### config.mk
export PLATFORM = sky130hd
export DESIGN_NAME = jtdsp16_do_loop_flat
export DESIGN_NICKNAME = d
export VERILOG_FILES = /design/src/rtl/jtdsp16_do_loop_if.sv /design/src/rtl/jtdsp16_do_loop.sv /design/src/flat_wrapper.sv
export SDC_FILE = /design/constraint.sdc
export NUM_CORES = 1
export LEC_CHECK = 0
export CAP_MARGIN = 20
export CORE_MARGIN = 4
export CORE_UTILIZATION = 30
export CTS_BUF_LIST = sky130_fd_sc_hd__clkbuf_8
export CTS_CLUSTER_DIAMETER = 30
export DETAILED_ROUTE_END_ITERATION = 10
export PLACE_DENSITY = 0.55
export SYNTH_ARGS = -nofsm -noshare
export SYNTH_HDL_FRONTEND = slang
export SYNTH_SLANG_ARGS = --single-unit
export TNS_END_PERCENT = 5
### constraint.sdc
create_clock -name clk -period 2 [get_ports clk]
set_input_delay 0.6 -clock clk [delete_from_list [all_inputs] [get_ports clk]]
set_output_delay 0.6 -clock clk [all_outputs]
set_load 0.01 [all_outputs]
### src/rtl/jtdsp16_do_loop_if.sv
// Connection bundle between the DSP16 sequencer and its hardware DO-loop unit.
// The master drives the decoded instruction and stall, and the slave returns the loop status.
interface jtdsp16_do_loop_if;
    logic        cen;
    logic        do_start;
    logic [10:0] do_data;
    logic        pc_halt;
    logic [3:0]  do_pc;
    logic        do_out;
    logic        do_busy;
    logic [6:0]  do_cnt;
    logic        nest_err;

    modport master (
        output cen, do_start, do_data, pc_halt,
        input  do_pc, do_out, do_busy, do_cnt, nest_err
    );

    modport slave (
        input  cen, do_start, do_data, pc_halt,
        output do_pc, do_out, do_busy, do_cnt, nest_err
    );
endinterface

### src/rtl/jtdsp16_do_loop.sv
// Hardware "do K {N}" sequencer. It walks a body offset 1..N for K passes.
// It raises a combinational exit strobe on the final body cycle so the ROM address unit leaves the cache on the same edge.
module jtdsp16_do_loop (
    input  logic                  clk,
    input  logic                  rst,
    jtdsp16_do_loop_if.slave      bus
);

    typedef enum logic [1:0] {
        IDLE  = 2'd0,
        LOOP  = 2'd1,
        FLUSH = 2'd2
    } state_t;

    state_t      state;
    logic [3:0]  body_len;
    logic [3:0]  pc;
    logic [6:0]  cnt;
    logic        nest;

    logic [6:0]  req_k;
    logic [3:0]  req_n;
    logic        req_empty;
    logic        at_body_end;
    logic        last_pass;

    assign req_k       = bus.do_data[10:4];
    assign req_n       = bus.do_data[3:0];
    assign req_empty   = (req_k == 7'd0) || (req_n == 4'd0);
    assign at_body_end = (pc == body_len);
    assign last_pass   = (cnt == 7'd1);

    // A degenerate loop (K or N zero) loads nothing and only spends one cycle in FLUSH to emit the exit strobe.
    always_ff @(posedge clk) begin
        if (rst) begin
            state    <= IDLE;
            body_len <= 4'd0;
            pc       <= 4'd0;
            cnt      <= 7'd0;
            nest     <= 1'b0;
        end else if (bus.cen) begin
            case (state)
                IDLE: begin
                    if (bus.do_start) begin
                        if (req_empty) begin
                            state <= FLUSH;
                        end else begin
                            state    <= LOOP;
                            body_len <= req_n;
                            cnt      <= req_k;
                            pc       <= 4'd1;
                        end
                    end
                end
                LOOP: begin
                    if (bus.do_start) nest <= 1'b1;
                    if (!bus.pc_halt) begin
                        if (!at_body_end) begin
                            pc <= pc + 4'd1;
                        end else if (!last_pass) begin
                            pc  <= 4'd1;
                            cnt <= cnt - 7'd1;
                        end else begin
                            state <= IDLE;
                            pc    <= 4'd0;
                            cnt   <= 7'd0;
                        end
                    end
                end
                FLUSH: begin
                    if (bus.do_start) nest <= 1'b1;
                    state <= IDLE;
                end
                default: state <= IDLE;
            endcase
        end
    end

    always_comb begin
        bus.do_out = 1'b0;
        case (state)
            FLUSH:   bus.do_out = 1'b1;
            LOOP:    bus.do_out = at_body_end && last_pass && !bus.pc_halt;
            default: bus.do_out = 1'b0;
        endcase
    end

    assign bus.do_pc    = pc;
    assign bus.do_cnt   = cnt;
    assign bus.do_busy  = (state == LOOP);
    assign bus.nest_err = nest;

endmodule

### src/flat_wrapper.sv
// flat-port wrapper written by rule: the top's interface ports become plain ports
module jtdsp16_do_loop_flat 
  (clk, rst, bus_cen, bus_do_start, bus_do_data, bus_pc_halt, bus_do_pc, bus_do_out, bus_do_busy, bus_do_cnt, bus_nest_err);
  jtdsp16_do_loop_if bus_i ();
  input  logic clk;
  input  logic rst;
  input wire logic [$bits(bus_i.cen)-1:0] bus_cen;
  input wire logic [$bits(bus_i.do_start)-1:0] bus_do_start;
  input wire logic [$bits(bus_i.do_data)-1:0] bus_do_data;
  input wire logic [$bits(bus_i.pc_halt)-1:0] bus_pc_halt;
  output wire logic [$bits(bus_i.do_pc)-1:0] bus_do_pc;
  output wire logic [$bits(bus_i.do_out)-1:0] bus_do_out;
  output wire logic [$bits(bus_i.do_busy)-1:0] bus_do_busy;
  output wire logic [$bits(bus_i.do_cnt)-1:0] bus_do_cnt;
  output wire logic [$bits(bus_i.nest_err)-1:0] bus_nest_err;
  assign bus_i.cen = bus_cen;
  assign bus_i.do_start = bus_do_start;
  assign bus_i.do_data = bus_do_data;
  assign bus_i.pc_halt = bus_pc_halt;
  assign bus_do_pc = bus_i.do_pc;
  assign bus_do_out = bus_i.do_out;
  assign bus_do_busy = bus_i.do_busy;
  assign bus_do_cnt = bus_i.do_cnt;
  assign bus_nest_err = bus_i.nest_err;
  jtdsp16_do_loop u_core (.clk(clk), .rst(rst), .bus(bus_i));
endmodule
# Yosys cells after proc, flatten, opt, wreduce, memory -nomap -nowiden
# Index checks and enable logic that the tools add are counted.
word_totals:
  ff_bits: 18
  inputBits: 16
  output_inout_bits: 14
  elab_cells: 50
classes:
  addsub: 2
  eq_ne: 9
  n_mux: 19
  bitwise_logic: 1
  n_reduce_logical: 14
op_table:
  columns: ["operator", "count"]
  rows:
  - ["2-to-1 mux 7 bit", 5]
  - ["2-to-1 mux 4 bit", 4]
  - ["one-hot mux 7 bit (2 select lines)", 1]
  - ["2-to-1 mux 2 bit", 5]
  - ["AND reduction 5 bit", 2]
  - ["one-hot mux 4 bit (2 select lines)", 1]
  - ["== test 7 x 1 -> 1 bit, second input constant", 1]
  - ["logical NOT 7 bit", 1]
  - ["subtractor 7 x 1 -> 7 bit, second input constant", 1]
  - ["inequality test 2 bit, second input constant", 3]
  - ["AND reduction 6 bit", 1]
  - ["adder 4 x 1 -> 4 bit, second input constant", 1]
  - ["== test 4 bit", 1]
  - ["logical NOT 4 bit", 1]
  - ["inequality test 2 x 1 -> 1 bit, second input constant", 2]
  - ["one-hot mux 2 bit (2 select lines)", 1]
  - ["AND reduction 4 bit", 1]
  - ["AND reduction 3 bit", 1]
  - ["== test 2 x 1 -> 1 bit, second input constant", 1]
  - ["== test 2 bit, second input constant", 1]
  - ["logical AND 1 bit", 2]
  - ["logical NOT 2 bit", 1]
  - ["one-hot mux 1 bit (2 select lines)", 1]
  - ["nonzero test 2 bit", 1]
  - ["5 further kinds", 5]

# Logic depth before layout (Yosys ltp)
depth:
  depth_word: 5
  depth_mapped: 8
  depth_no_buf: 7

# Worst setup path before layout
# No wires, ideal clock.
synth_path:
  kind: "reg2out"
  startpoint: "reg u_core.cnt[2], in the netlist u_core.bus.do_cnt[2]"
  endpoint: "out bus_do_out"
  arrival_time_ns: 1.481
  required_time_ns: 1.400
  setup_slack_ns: -0.081
  path_stages_with_launch: 5
  n_path_buf: 0
  cell_sequence: "dfxtp_1 -> or4_4 -> nor2_1 -> and4b_1 -> o21a_1"
synth_between:
  elab_chain_len: 4
synth_lines:
  columns: ["element", "line_no", "source"]
  rows:
  - ["start, declared", "jtdsp16_do_loop.sv:18", "logic [6:0] cnt;"]
  - ["start signal, assigned", "jtdsp16_do_loop.sv:50", "cnt <= req_k;"]
  - ["start signal, assigned", "jtdsp16_do_loop.sv:62", "cnt <= cnt - 7'd1;"]
  - ["== test 7 x 1 -> 1 bit", "jtdsp16_do_loop.sv:31", "assign last_pass = (cnt == 7'd1);"]
  - ["logical AND 1 bit (2 in series)", "jtdsp16_do_loop.sv:83", "LOOP: bus.do_out = at_body_end && last_pass && !bus.pc_halt;"]
  - ["one-hot mux 1 bit (2 select lines)", "jtdsp16_do_loop.sv:81", "case (state)"]
  - ["end, declared", "flat_wrapper.sv:12", "output wire logic [$bits(bus_i.do_out)-1:0] bus_do_out;"]
# No other way between the ends.

# Worst setup path after layout
layout_path:
  startpoint: "reg u_core.cnt[3], in the netlist u_core.bus.do_cnt[3]"
  endpoint: "out bus_do_out"
# Same word-level chain as after synthesis.

==> metrics.csv <==
metric;value;unit
largest net degree at the start of global routing;17;
top cells by area, synth;dfxtp_1 32%, mux2i_1 7.9%, ha_1 6.6%;
Multi-input gate area;745.7;um2
layout cells sized above 1;29.29;%
initial antenna violation count;0;
Mapped Area;1136;um2
TritonCTS clock tree;built;
routed vias/inst;4.715;
RSZ-0062 raised after global routing;yes;
GRT Total Usage;13.35;%
post-synth top area cell;dfxtp_1;
synth unique cells;41;
worst hold slack;467.7;ps
startpoint types;register;
clk slew on worst S/H paths;70;ps
Mapped Avg Cell Area;8.542;um2
met2 routed WL;1.609;mm
top routing layer used;met3;
Hold Path Class;reg2reg;
Slew Viols, Final;0;
post-synthesis cell count;133;
endpoints failing hold;0;
met3 WL;176;um
R2R setup slack;70;ps
Tmin final;2292;ps
worst path arrival time;1690;ps
fill cell count;371;
GR Overflow Total;0;
ANT nets after route;0;
Hold Startpoint;u_core.bus.nest_err;
Seq cells post-synth;18;
drt drc;0;
worst slew pin tran;318.4;ps
Cell Area, Placed;1735;um2
Post-DP HPWL;2.442;mm
Die ar.;4836;um2
Cell Pwr Density;658.6;nW/um2
met1 wire length;1.409;mm
nets;221;
failing checks;negative setup slack;
commonest cells after routing, fill and taps aside;36 x buf_4, 16 x clkdlybuf4s50_1, 16 x dfxtp_1;
core area;3661;um2
H-tree depth;1;
PortBufs;29;
Main synth FF type;dfxtp_1;
final instance area;1824;um2
vias in the first global route;1181;
Clock Root Buffer;clkbuf_8;
DR iter-0 viols;15;
Die Wd;69.54;um
worst r2r dst;u_core.bus.do_cnt[6];
Crit Path Class;reg2out;
YS warnings;0;
status;finished, violations left;
max cap viols;0;
worst skew pair latency;260;ps
DP Cell Count;241;
Syn-to-layout area delta;60.57;%
cts bufs inserted;3;
total power;1.202;mW
Clock Path Buffers;2;
Critical Path End Type;primary output;
FF-to-FF path depth;5;
DR pass1 iterations;4;
post-cts hold buffer count;0;
first-pass GRT wire length;5.388;mm
wire length per cell;12.98;um
hold endpoint;u_core.bus.nest_err;
Syn Nets;155;
sequential-to-total area share from yosys stat;31.72;%
relative max-transition margin;78.70;%
Num Clock Sinks;18;
EDFF count, synth;0;
Placement Rows;22;
setup violators final;1;
GP Congestion;0.8338;
fin util;49.83;%
P_leak;0.8382;nW
ant diodes;0;
Setup WS post-layout;-291.9;ps
die height;69.54;um
IO Count;30;
crit share post-route;114.6;%
clk_skew;2.053;ps
crit-path max FO;2;
Routed WL;3.194;mm
hold path depth;2;
Synth top area share;31.72;%
Worst R2R Start;u_core.bus.do_cnt[3];
initial core utilization;31.03;%
worst vdd ir;0.0003348;V
post-synthesis async set-or-reset flop share;0;%
most common cell after layout, fill and taps aside;buf_4;
Vias;1160;
area occupied by registers;362.8;um2
Non-Filler Instances;246;
Critical Path RT;1400;ps
Peak Freq;0.4363;GHz
==> state kept, by name, indices dropped and copies added (netlist names) <==
name and cells:
u_core.bus.nest_err 1, u_core.bus.do_pc 4, u_core.state 2, u_core.bus.do_cnt 7, u_core.body_len 4
==> per-layer routing <==
layer  GRT usage [%]  vias to the layer above
li1                -                      599
met1           15.26                      532
met2           24.68                       29
met3           4.348                        0
met4           1.518                        0
met5               0                        -
==> stage by stage <==
| stage | TNS [ps] | setup slack, ps |
|---|---|---|
| 4_1_cts | -322.2 | -322.2 |
| 3_5_place_dp | -6938 | -539.0 |
| 3_3_place_gp | -7153 | -491.5 |
| 2_1_floorplan | 0 | 2.817 |
| 5_1_grt | -429.1 | -358.6 |
| 6_report | -291.9 | -291.9 |
==> synthesized netlist by cell type, drive strengths merged (2+ instances only) <==
| master | instances |
|---|---|
| dfxtp | 18 |
| nor2 | 16 |
| inv | 13 |
| mux2i | 9 |
| a21oi | 7 |
| o21ai | 7 |
| ha | 6 |
| nand2 | 5 |
| or4 | 5 |
| xor2 | 5 |
| clkbuf | 4 |
| nor2b | 4 |
| o22ai | 4 |
| nand3 | 3 |
| nor4 | 3 |
| a211oi | 2 |
| nor3 | 2 |
| or3 | 2 |
| xnor2 | 2 |
==> layout make-up <==
cell class | instances | share of cell area [%]
Inverter | 13 | 2.675
Sequential cell | 18 | 19.89
Tap cell | 48 | 3.292
Multi-Input combinational cell | 97 | 40.88
Clock buffer | 4 | 3.018
Timing Repair Buffer | 66 | 30.25
==> how the worst max path moves through the flow <==
stage / startpoint / end
after floorplan: u_core.bus.do_cnt[5] / bus_do_out
after global placement: bus_pc_halt / bus_do_out
after detailed placement: bus_pc_halt / bus_do_out
after CTS: u_core.bus.do_cnt[3] / bus_do_out
after global routing: u_core.bus.do_cnt[3] / bus_do_out
final: u_core.bus.do_cnt[3] / bus_do_out
==> kinds of logic (layout without fill, tap and decap cells) <==
group	Yosys count	count (layout)	synth area share [%]
flip-flops	18	18	31.72
buffers and inverters	18	83	6.938
adder cells (fa/ha/maj)	6	6	6.608
AND/OR/NAND/NOR	45	45	21.70
AO/OA/AOI/OAI	30	30	19.71
multiplexers	9	9	7.930
XOR/XNOR	7	7	5.397
==> worst max-delay path, stage by stage (launching register included) <==
cell and delay (ps):
dfxtp_2 320, or4_4 560, nor2_4 110, and4b_1 190, o21a_1 120, buf_2 130
==> power breakdown <==
part	internal, mW	total [mW]	switching [mW]
combinational	0.267	0.496	0.229
sequential	0.385	0.400	0.0154
clock	0.175	0.305	0.130
total	0.827	1.20	0.375
==> what timing repair did <==
action                                  in CTS  in global routing
pin swaps                                    6                  2
gates resized for setup                     25                  2
setup buffers                                0                  1
endpoints found under the setup margin      17                  5
(Power assumes the default switching activity.)
